File: config.mk
export PLATFORM = sky130hd
export DESIGN_NAME = bin_to_digits
export DESIGN_NICKNAME = d
export VERILOG_FILES = /design/src/rtl/bin_to_digits.sv
export SDC_FILE = /design/constraint.sdc
export NUM_CORES = 1
export LEC_CHECK = 0
export ABC_AREA = 1
export CORE_MARGIN = 1.5
export CORE_UTILIZATION = 50
export CTS_BUF_LIST = sky130_fd_sc_hd__clkbuf_8
export DETAILED_ROUTE_END_ITERATION = 10
export DONT_BUFFER_PORTS = 1
export GPL_TIMING_DRIVEN = 0
export PLACE_DENSITY = 0.68
export SKIP_CTS_REPAIR_TIMING = 1
export SLEW_MARGIN = 20
export SYNTH_ARGS = -nofsm -noshare
export SYNTH_HDL_FRONTEND = slang
export SYNTH_SLANG_ARGS = --single-unit
File: constraint.sdc
create_clock -name clk -period 1.56 [get_ports clk]
set_clock_uncertainty 0.2 [all_clocks]
set_input_delay 0.312 -clock clk [delete_from_list [all_inputs] [get_ports clk]]
set_output_delay 0.312 -clock clk [all_outputs]
set_load 0.05 [all_outputs]
File: src/rtl/bin_to_digits.sv
// bin_to_digits
// Sequential binary-to-decimal digit splitter using shift-add-3 (double dabble).
// A start pulse in IDLE latches an unsigned magnitude and a sign flag. The value
// is shifted into a BCD accumulator one bit per clock for WIDTH clocks. One
// FORMAT clock then writes the display digit codes, applying the sign, the
// overflow clamp and optional leading-zero blanking.
//
// Handshake: start is sampled only while busy is low. A start seen while busy
// is dropped and is not queued. done pulses for exactly one cycle once the
// digits have been updated. digits and overflow hold their values until the
// next done or reset.
//
// Ports:
//   clk       system clock, rising edge
//   rst       synchronous active-high reset, has priority over everything
//   start     conversion request (sampled in IDLE only)
//   value     unsigned magnitude, WIDTH bits
//   negative  1 = render MINUS_CODE on the most significant digit
//   busy      conversion in progress
//   done      one-cycle pulse after digits/overflow are written
//   overflow  last result did not fit the display
//   digits    4-bit codes, [3:0] least significant digit
//   dbg_state current FSM state (0 IDLE, 1 SHIFT, 2 FORMAT)
//
// The design assumes DIGITS <= (WIDTH+2)/3.
module bin_to_digits #(
   parameter int WIDTH      = 32,
   parameter int DIGITS     = 4,
   parameter int MINUS_CODE = 10,
   parameter int BLANK_CODE = 11,
   parameter int LZ_BLANK   = 0
) (
   input  logic                  clk,
   input  logic                  rst,
   input  logic                  start,
   input  logic [WIDTH-1:0]      value,
   input  logic                  negative,
   output logic                  busy,
   output logic                  done,
   output logic                  overflow,
   output logic [4*DIGITS-1:0]   digits,
   output logic [1:0]            dbg_state
);

   // NB BCD nibbles are enough to hold any WIDTH-bit value.
   localparam int NB = (WIDTH + 2) / 3;
   localparam int CW = $clog2(WIDTH + 1);
   localparam logic [3:0] BLANK4 = 4'(BLANK_CODE);
   localparam logic [3:0] MINUS4 = 4'(MINUS_CODE);

   typedef enum logic [1:0] {
      S_IDLE   = 2'd0,
      S_SHIFT  = 2'd1,
      S_FORMAT = 2'd2
   } state_t;

   state_t              r_state;
   state_t              w_next;
   logic [WIDTH-1:0]    r_shreg;
   logic [4*NB-1:0]     r_bcd;
   logic [4*NB-1:0]     w_bcd_adj;
   logic                r_neg;
   logic [CW-1:0]       r_cnt;
   logic [4*DIGITS-1:0] r_digits;
   logic [4*DIGITS-1:0] w_digits;
   logic                r_ov;
   logic                w_ov;
   logic                r_done;
   logic                w_lead;
   logic                w_last_shift;

   assign w_last_shift = (r_cnt == CW'(WIDTH - 1));

   // State register
   always_ff @(posedge clk) begin
      if (rst) r_state <= S_IDLE;
      else     r_state <= w_next;
   end

   // Next-state logic
   always_comb begin
      w_next = r_state;
      case (r_state)
         S_IDLE:   if (start) w_next = S_SHIFT;
         S_SHIFT:  if (w_last_shift) w_next = S_FORMAT;
         S_FORMAT: w_next = S_IDLE;
         default:  w_next = S_IDLE;
      endcase
   end

   // Add-3 correction applied to every nibble before each shift.
   always_comb begin
      w_bcd_adj = r_bcd;
      for (int i = 0; i < NB; i++) begin
         if (r_bcd[4*i +: 4] >= 4'd5) w_bcd_adj[4*i +: 4] = r_bcd[4*i +: 4] + 4'd3;
      end
   end

   // Final formatting from the completed BCD accumulator.
   always_comb begin
      w_ov     = 1'b0;
      w_digits = '0;
      w_lead   = 1'b1;
      // Any nonzero nibble above the displayable magnitude digits is overflow.
      // With a sign, the most significant display digit is taken by the minus.
      for (int i = 0; i < NB; i++) begin
         if (r_bcd[4*i +: 4] != 4'd0) begin
            if (i >= DIGITS) w_ov = 1'b1;
            if (r_neg && (i == DIGITS - 1)) w_ov = 1'b1;
         end
      end
      for (int i = 0; i < DIGITS; i++) begin
         w_digits[4*i +: 4] = w_ov ? 4'd9 : r_bcd[4*i +: 4];
      end
      // Blank zeros above the highest nonzero digit; digit 0 always shows.
      if (!w_ov && (LZ_BLANK != 0)) begin
         for (int i = DIGITS - 1; i >= 1; i--) begin
            if (!(r_neg && (i == DIGITS - 1))) begin
               if (w_lead && (w_digits[4*i +: 4] == 4'd0)) w_digits[4*i +: 4] = BLANK4;
               else                                          w_lead = 1'b0;
            end
         end
      end
      if (r_neg) w_digits[4*(DIGITS-1) +: 4] = MINUS4;
   end

   // Datapath registers
   always_ff @(posedge clk) begin
      if (rst) begin
         r_shreg  <= '0;
         r_bcd    <= '0;
         r_neg    <= 1'b0;
         r_cnt    <= '0;
         r_digits <= {DIGITS{BLANK4}};
         r_ov     <= 1'b0;
         r_done   <= 1'b0;
      end else begin
         r_done <= 1'b0;
         case (r_state)
            S_IDLE: begin
               if (start) begin
                  r_shreg <= value;
                  r_neg   <= negative;
                  r_bcd   <= '0;
                  r_cnt   <= '0;
               end
            end
            S_SHIFT: begin
               // {bcd, shreg} shifts left by one after the add-3 step.
               r_bcd   <= {w_bcd_adj[4*NB-2:0], r_shreg[WIDTH-1]};
               r_shreg <= {r_shreg[WIDTH-2:0], 1'b0};
               r_cnt   <= r_cnt + CW'(1);
            end
            S_FORMAT: begin
               r_digits <= w_digits;
               r_ov     <= w_ov;
               r_done   <= 1'b1;
            end
            default: ;
         endcase
      end
   end

   assign busy      = (r_state != S_IDLE);
   assign done      = r_done;
   assign overflow  = r_ov;
   assign digits    = r_digits;
   assign dbg_state = r_state;

endmodule

Word level (Yosys, flattened, before mapping)
Index checks and enable logic that the tools add are counted.
{ "word_totals": {"out_inout_bits": 21, "register_bits": 103, "elab_cells": 85} }
{ "op_classes": {"reduce_logical": 14, "muxes": 35, "eq_ne": 5, "n_addsub": 12, "n_lt_le_gt_ge": 11} }
{ "ops": {"columns": ["operator", "n"], "rows": [
  ["one-hot mux 44 bit (2 select lines)", 1],
  ["one-hot mux 32 bit (2 select lines)", 1],
  ["two-way mux 4 bit", 15],
  [">= comparator 4 x 3 -> 1 bit (second input constant)", 11],
  ["two-way mux 44 bit", 1],
  ["adder 4 x 2 -> 4 bit (second input constant)", 10],
  ["two-way mux 32 bit", 1],
  ["nonzero test 4 bit", 8],
  ["one-hot mux 6 bit (2 select lines)", 1],
  ["two-way mux 1 bit", 10],
  ["adder 6 x 1 -> 6 bit (second input constant)", 1],
  ["== test 6 x 5 -> 1 bit (second input constant)", 1],
  ["two-way mux 6 bit", 1],
  ["AND reduction 2 bit", 3],
  ["two-way mux 2 bit", 2],
  ["inequality test 2 bit (second input constant)", 2],
  ["one-hot mux 2 bit (2 select lines)", 1],
  ["nonzero test 2 bit", 2],
  ["adder 3 x 2 -> 3 bit (second input constant)", 1],
  ["two-way mux 3 bit", 1],
  ["== test 2 x 1 -> 1 bit (second input constant)", 1],
  ["== test 2 bit (second input constant)", 1],
  ["zero test 2 bit", 1]
]} }

Depth between registers and ports, before layout
{ "logic_depth": {"word_depth": 11, "mapped_depth": 10, "ltp_nobuf": 10} }

Worst setup path before layout
Ideal clock, no wire load.
{ "synth_timing": {"path_type": "flip-flop to flip-flop", "startpoint": "reg r_state[1], in the netlist dbg_state[1]", "endpoint": "reg r_digits[1], in the netlist digits[1]", "required_ps": 1236, "period_less_slack_ps": 1876, "setup_time_ps": 124, "setup_slack_ps": -316, "arrival_time_ps": 1552, "path_stages_with_launch": 7, "path_cell_list": "dfxtp_1 inv_1 nor2_4 inv_1 clkbuf_1 a21oi_1 o21ai_0"} }
{ "synth_via": {"elab_chain_cells": 1} }
{ "synth_rtl": {"columns": ["item", "line_no", "rtl"], "rows": [
  ["from (decl)", "57", "state_t r_state;"],
  ["from (signal assigned)", "77", "else r_state <= w_next;"],
  ["== test 2 bit", "139", "case (r_state)"],
  ["to (signal assigned)", "134", "r_digits <= {DIGITS{BLANK4}};"],
  ["to (signal assigned)", "155", "r_digits <= w_digits;"],
  ["to (decl)", "64", "logic [4*DIGITS-1:0] r_digits;"]
]} }
Every way passes these cells.
A chain may end at the register's enable or synchronous reset.

Worst setup path in the final report
{ "layout_timing": {"startpoint": "reg r_state[1], in the netlist dbg_state[1]", "endpoint": "out busy"} }
{ "layout_via": {"elab_chain_cells": 1} }
{ "layout_rtl": {"columns": ["item", "line_no", "rtl"], "rows": [
  ["nonzero test 2 bit", "164", "assign busy = (r_state != S_IDLE);"],
  ["to (decl)", "38", "output logic busy,"]
]} }
Every way passes these cells.

==> summary.md <==
| Metric | Value |
|---|---|
| Starting Density | `52.19%` |
| Syn Area/Cell | `7.355 µm²` |
| H-tree lvl count | `3` |
| Worst EP required | `1.05 ns` |
| DR iter-0 viols | `244` |
| Largest net degree at the start of global routing | `18` |
| Compound-Gate Fraction of Synth Area | `21.70%` |
| Register bit total from synthesis | `103` |
| Commonest cells after routing, fill and taps aside | `nand2_1, inv_1, dfxtp_1` |
| CORE AREA | `0.009864 mm²` |
| Switching power | `1594 µW` |
| Hold Slack | `-0.03103 ns` |
| Mux share of post-synthesis cell area | `0%` |
| Most common cell after layout, fill and taps aside | `nand2_1` |
| Sink Count | `103` |
| Initial antenna violation count | `0` |
| Slew headroom | `50.35%` |
| Failing checks | `hold timing, setup timing` |
| Power Internal | `3743 µW` |
| Comb pwr share | `18.0%` |
| Clock latency on the worst-skew pair | `0.39 ns` |
| Antenna Diode Count | `0` |
| Final hold violations | `3` |
| RSZ-0062 raised after global routing | `yes` |
| Main combinational cell family by area after synthesis | `compound AO/OA/AOI/OAI gates` |
| FP Rows | `36` |
| Final worst slack | `-0.2469 ns` |
| Setup TNS | `-17.24 ns` |
| DRT Pass-1 Iters | `5` |
| # placed instances | `833` |
| Clock share of power | `29.5%` |
| First-pass GRT wire length | `20250 µm` |
| Final Cycle Share | `115.8%` |
| Root Buffer | `clkbuf_8` |
| Post-DP HPWL | `8768 µm` |
| Worst EP arrival | `1.29 ns` |
| Synth warnings | `0` |
| IO buf count | `0` |
| Area grow syn2layout | `33.85%` |
| Worst-path clk slew | `0.10 ns` |
| Die width | `104.5 µm` |
| Mapped Cells | `700` |
| Post-synthesis sequential area ratio | `40.05%` |
| GRT Total Usage | `22.87%` |
| Simple-gate share of the synthesized area | `18.49%` |
| Nets@finish | `826` |
| Power Density | `774.4 mW/mm²` |
| Adder-Cell Fraction of Synth Area | `7.290%` |
| DRC Markers | `0` |
| CTS tree | `built` |
| Crit path max fanout | `3` |
| Status | `finished with violations` |
| Detailed-route vias per instance | `5.514` |
| Vias in the first global route | `4291` |
| CP startpoint kind | `flop` |
| VDD IR max | `1.001 mV` |
| Crit path time final | `1.807 ns` |
| Worst Hold Class | `in2reg` |
| LEAKAGE | `0.002746 µW` |
| Mapped cell area | `0.005149 mm²` |
| Actual slew at the worst max-slew pin | `0.7448 ns` |
| Setup CP Type | `reg2out` |
| DR vias | `4952` |
| Routed WL per cell | `17.04 µm` |
| Grt total ovfl | `0` |
| Vert. Die Dim | `104.5 µm` |
| Syn Nets | `766` |
| Number of max-cap violations | `0` |
| Kind of end point of the critical path | `primary output` |
| Sequential share of power | `52.5%` |
| Num CTS Buffers | `9` |
| Setup violations, final | `102` |
| Fmax | `0.5534 GHz` |
| Final GP Congestion | `0.8834` |
| Max Slew Vio Count | `0` |
| Final instance count without filler cells | `898` |
| Total Power | `5337 µW` |
| Post-route ant nets | `0` |
| Die ar. | `0.01092 mm²` |
| Synth Area in XOR/XNOR | `1.871%` |
| Share of layout cells above drive strength 1 | `29.02%` |
| Clk buf depth | `2` |
| Total I/O pin count | `57` |
| Routed WL | `15300 µm` |
| Net Sw Frac | `29.86%` |
| Synth unique cells | `31` |
[per-stage QoR]
stage	util, %	hold WS, ns	instance area [µm²]	worst slack (ns)
global placement	53.96	0.2323	5323	-0.4111
detailed placement	53.96	0.2383	5323	-0.4386
CTS	55.70	-0.1056	5494	-0.3635
floorplan	-	0.2208	5156	0.04135
finish	69.86	-0.03103	6892	-0.2469
global route	69.86	-0.01068	6892	-0.3013
[per-layer routing]
layer / vias to the layer above / part of all wire (%) / wire, µm / global-route usage (%)
li1: 2424 / - / - / -
met1: 2353 / 42 / 6369 / 28.94
met2: 144 / 50 / 7653 / 38.39
met3: 31 / 6.2 / 946 / 5.576
met4: 0 / 2.2 / 331 / 6.845
met5: - / 0 / 0 / 0
[area by class of cell]
type	count	area [µm²]
plain buffers	33	339.1
clock buffers	9	123.9
clock inverters	7	47.55
fillers	720	2973
inverters	96	386.6
multi-input cells	468	3080
flip-flops and latches	103	2113
well taps	133	166.4
repair buffers	48	618.1
repair inverters	1	16.27
[cell families after synthesis]
| kind of cell | count (synthesis) |
|---|---|
| flip-flops | 103 |
| adder cells (fa/ha/maj) | 30 |
| buffers and inverters | 129 |
| AO/OA/AOI/OAI | 193 |
| AND/OR/NAND/NOR | 234 |
| XOR/XNOR | 11 |
[worst paths after layout]
path,startpoint,endpoint,slack [ns],cells after the start
max,dbg_state[1],busy,-0.25,2
min,value[5],r_shreg[5],-0.03,2
max reg2reg,dbg_state[1],r_shreg[11],-0.24,5
min reg2reg,r_shreg[6],r_shreg[6],0.26,2
[worst max-delay path: stages (launching register included)]
cell	delay, ns
dfxtp_4	0.49
clkinvlp_4	0.25
nand2_8	0.16
[synth_stat cells]
cell type  count  area, µm²
nand3_1       19      95.09
dfxtp_1      103       2062
a21oi_1      108      540.5
clkbuf_1      10      37.54
o211ai_1       2      15.01
o21ai_1        6      30.03
buf_6          4      45.04
nand4_1        5      31.28
nor2_1        68      255.2
inv_1         92      345.3
inv_2          3      11.26
nand2_2        1      6.260
xnor2_1        1      8.760
nor3b_1        1      7.510
buf_1          2      7.510
a31o_2         1      8.760
buf_2         13      65.06
o21ai_0       35      175.2
ha_1          30      375.4
o21a_1         1      7.510
xor2_1        10      87.58
nor2_4         2      22.52
nand3_4        1      17.52
buf_4          4      30.03
o21bai_1       7      52.55
o32ai_1        1      8.760
a22oi_1        1      7.510
o221ai_1      31      271.5
nand2_1      135      506.7
nor3_1         2      10.01
clkinv_1       1      3.750
[registers in the layout (all words and copies together) (netlist names)]
| register | flops |
|---|---|
| r_bcd | 44 |
| r_shreg | 32 |
| digits | 16 |
| r_cnt | 6 |
| dbg_state | 2 |
| done | 1 |
| overflow | 1 |
| r_neg | 1 |
[power by group through the flow]
stage               logic [µW]  registers [µW]  clock network (µW)
floorplan                  354            2830                   0
global placement           474            2840                   0
detailed placement         486            2840                   0
CTS                        486            2780                1570
global route              1010            2810                1670
finish                     960            2800                1580
Power figures use the tool's default switching activity.
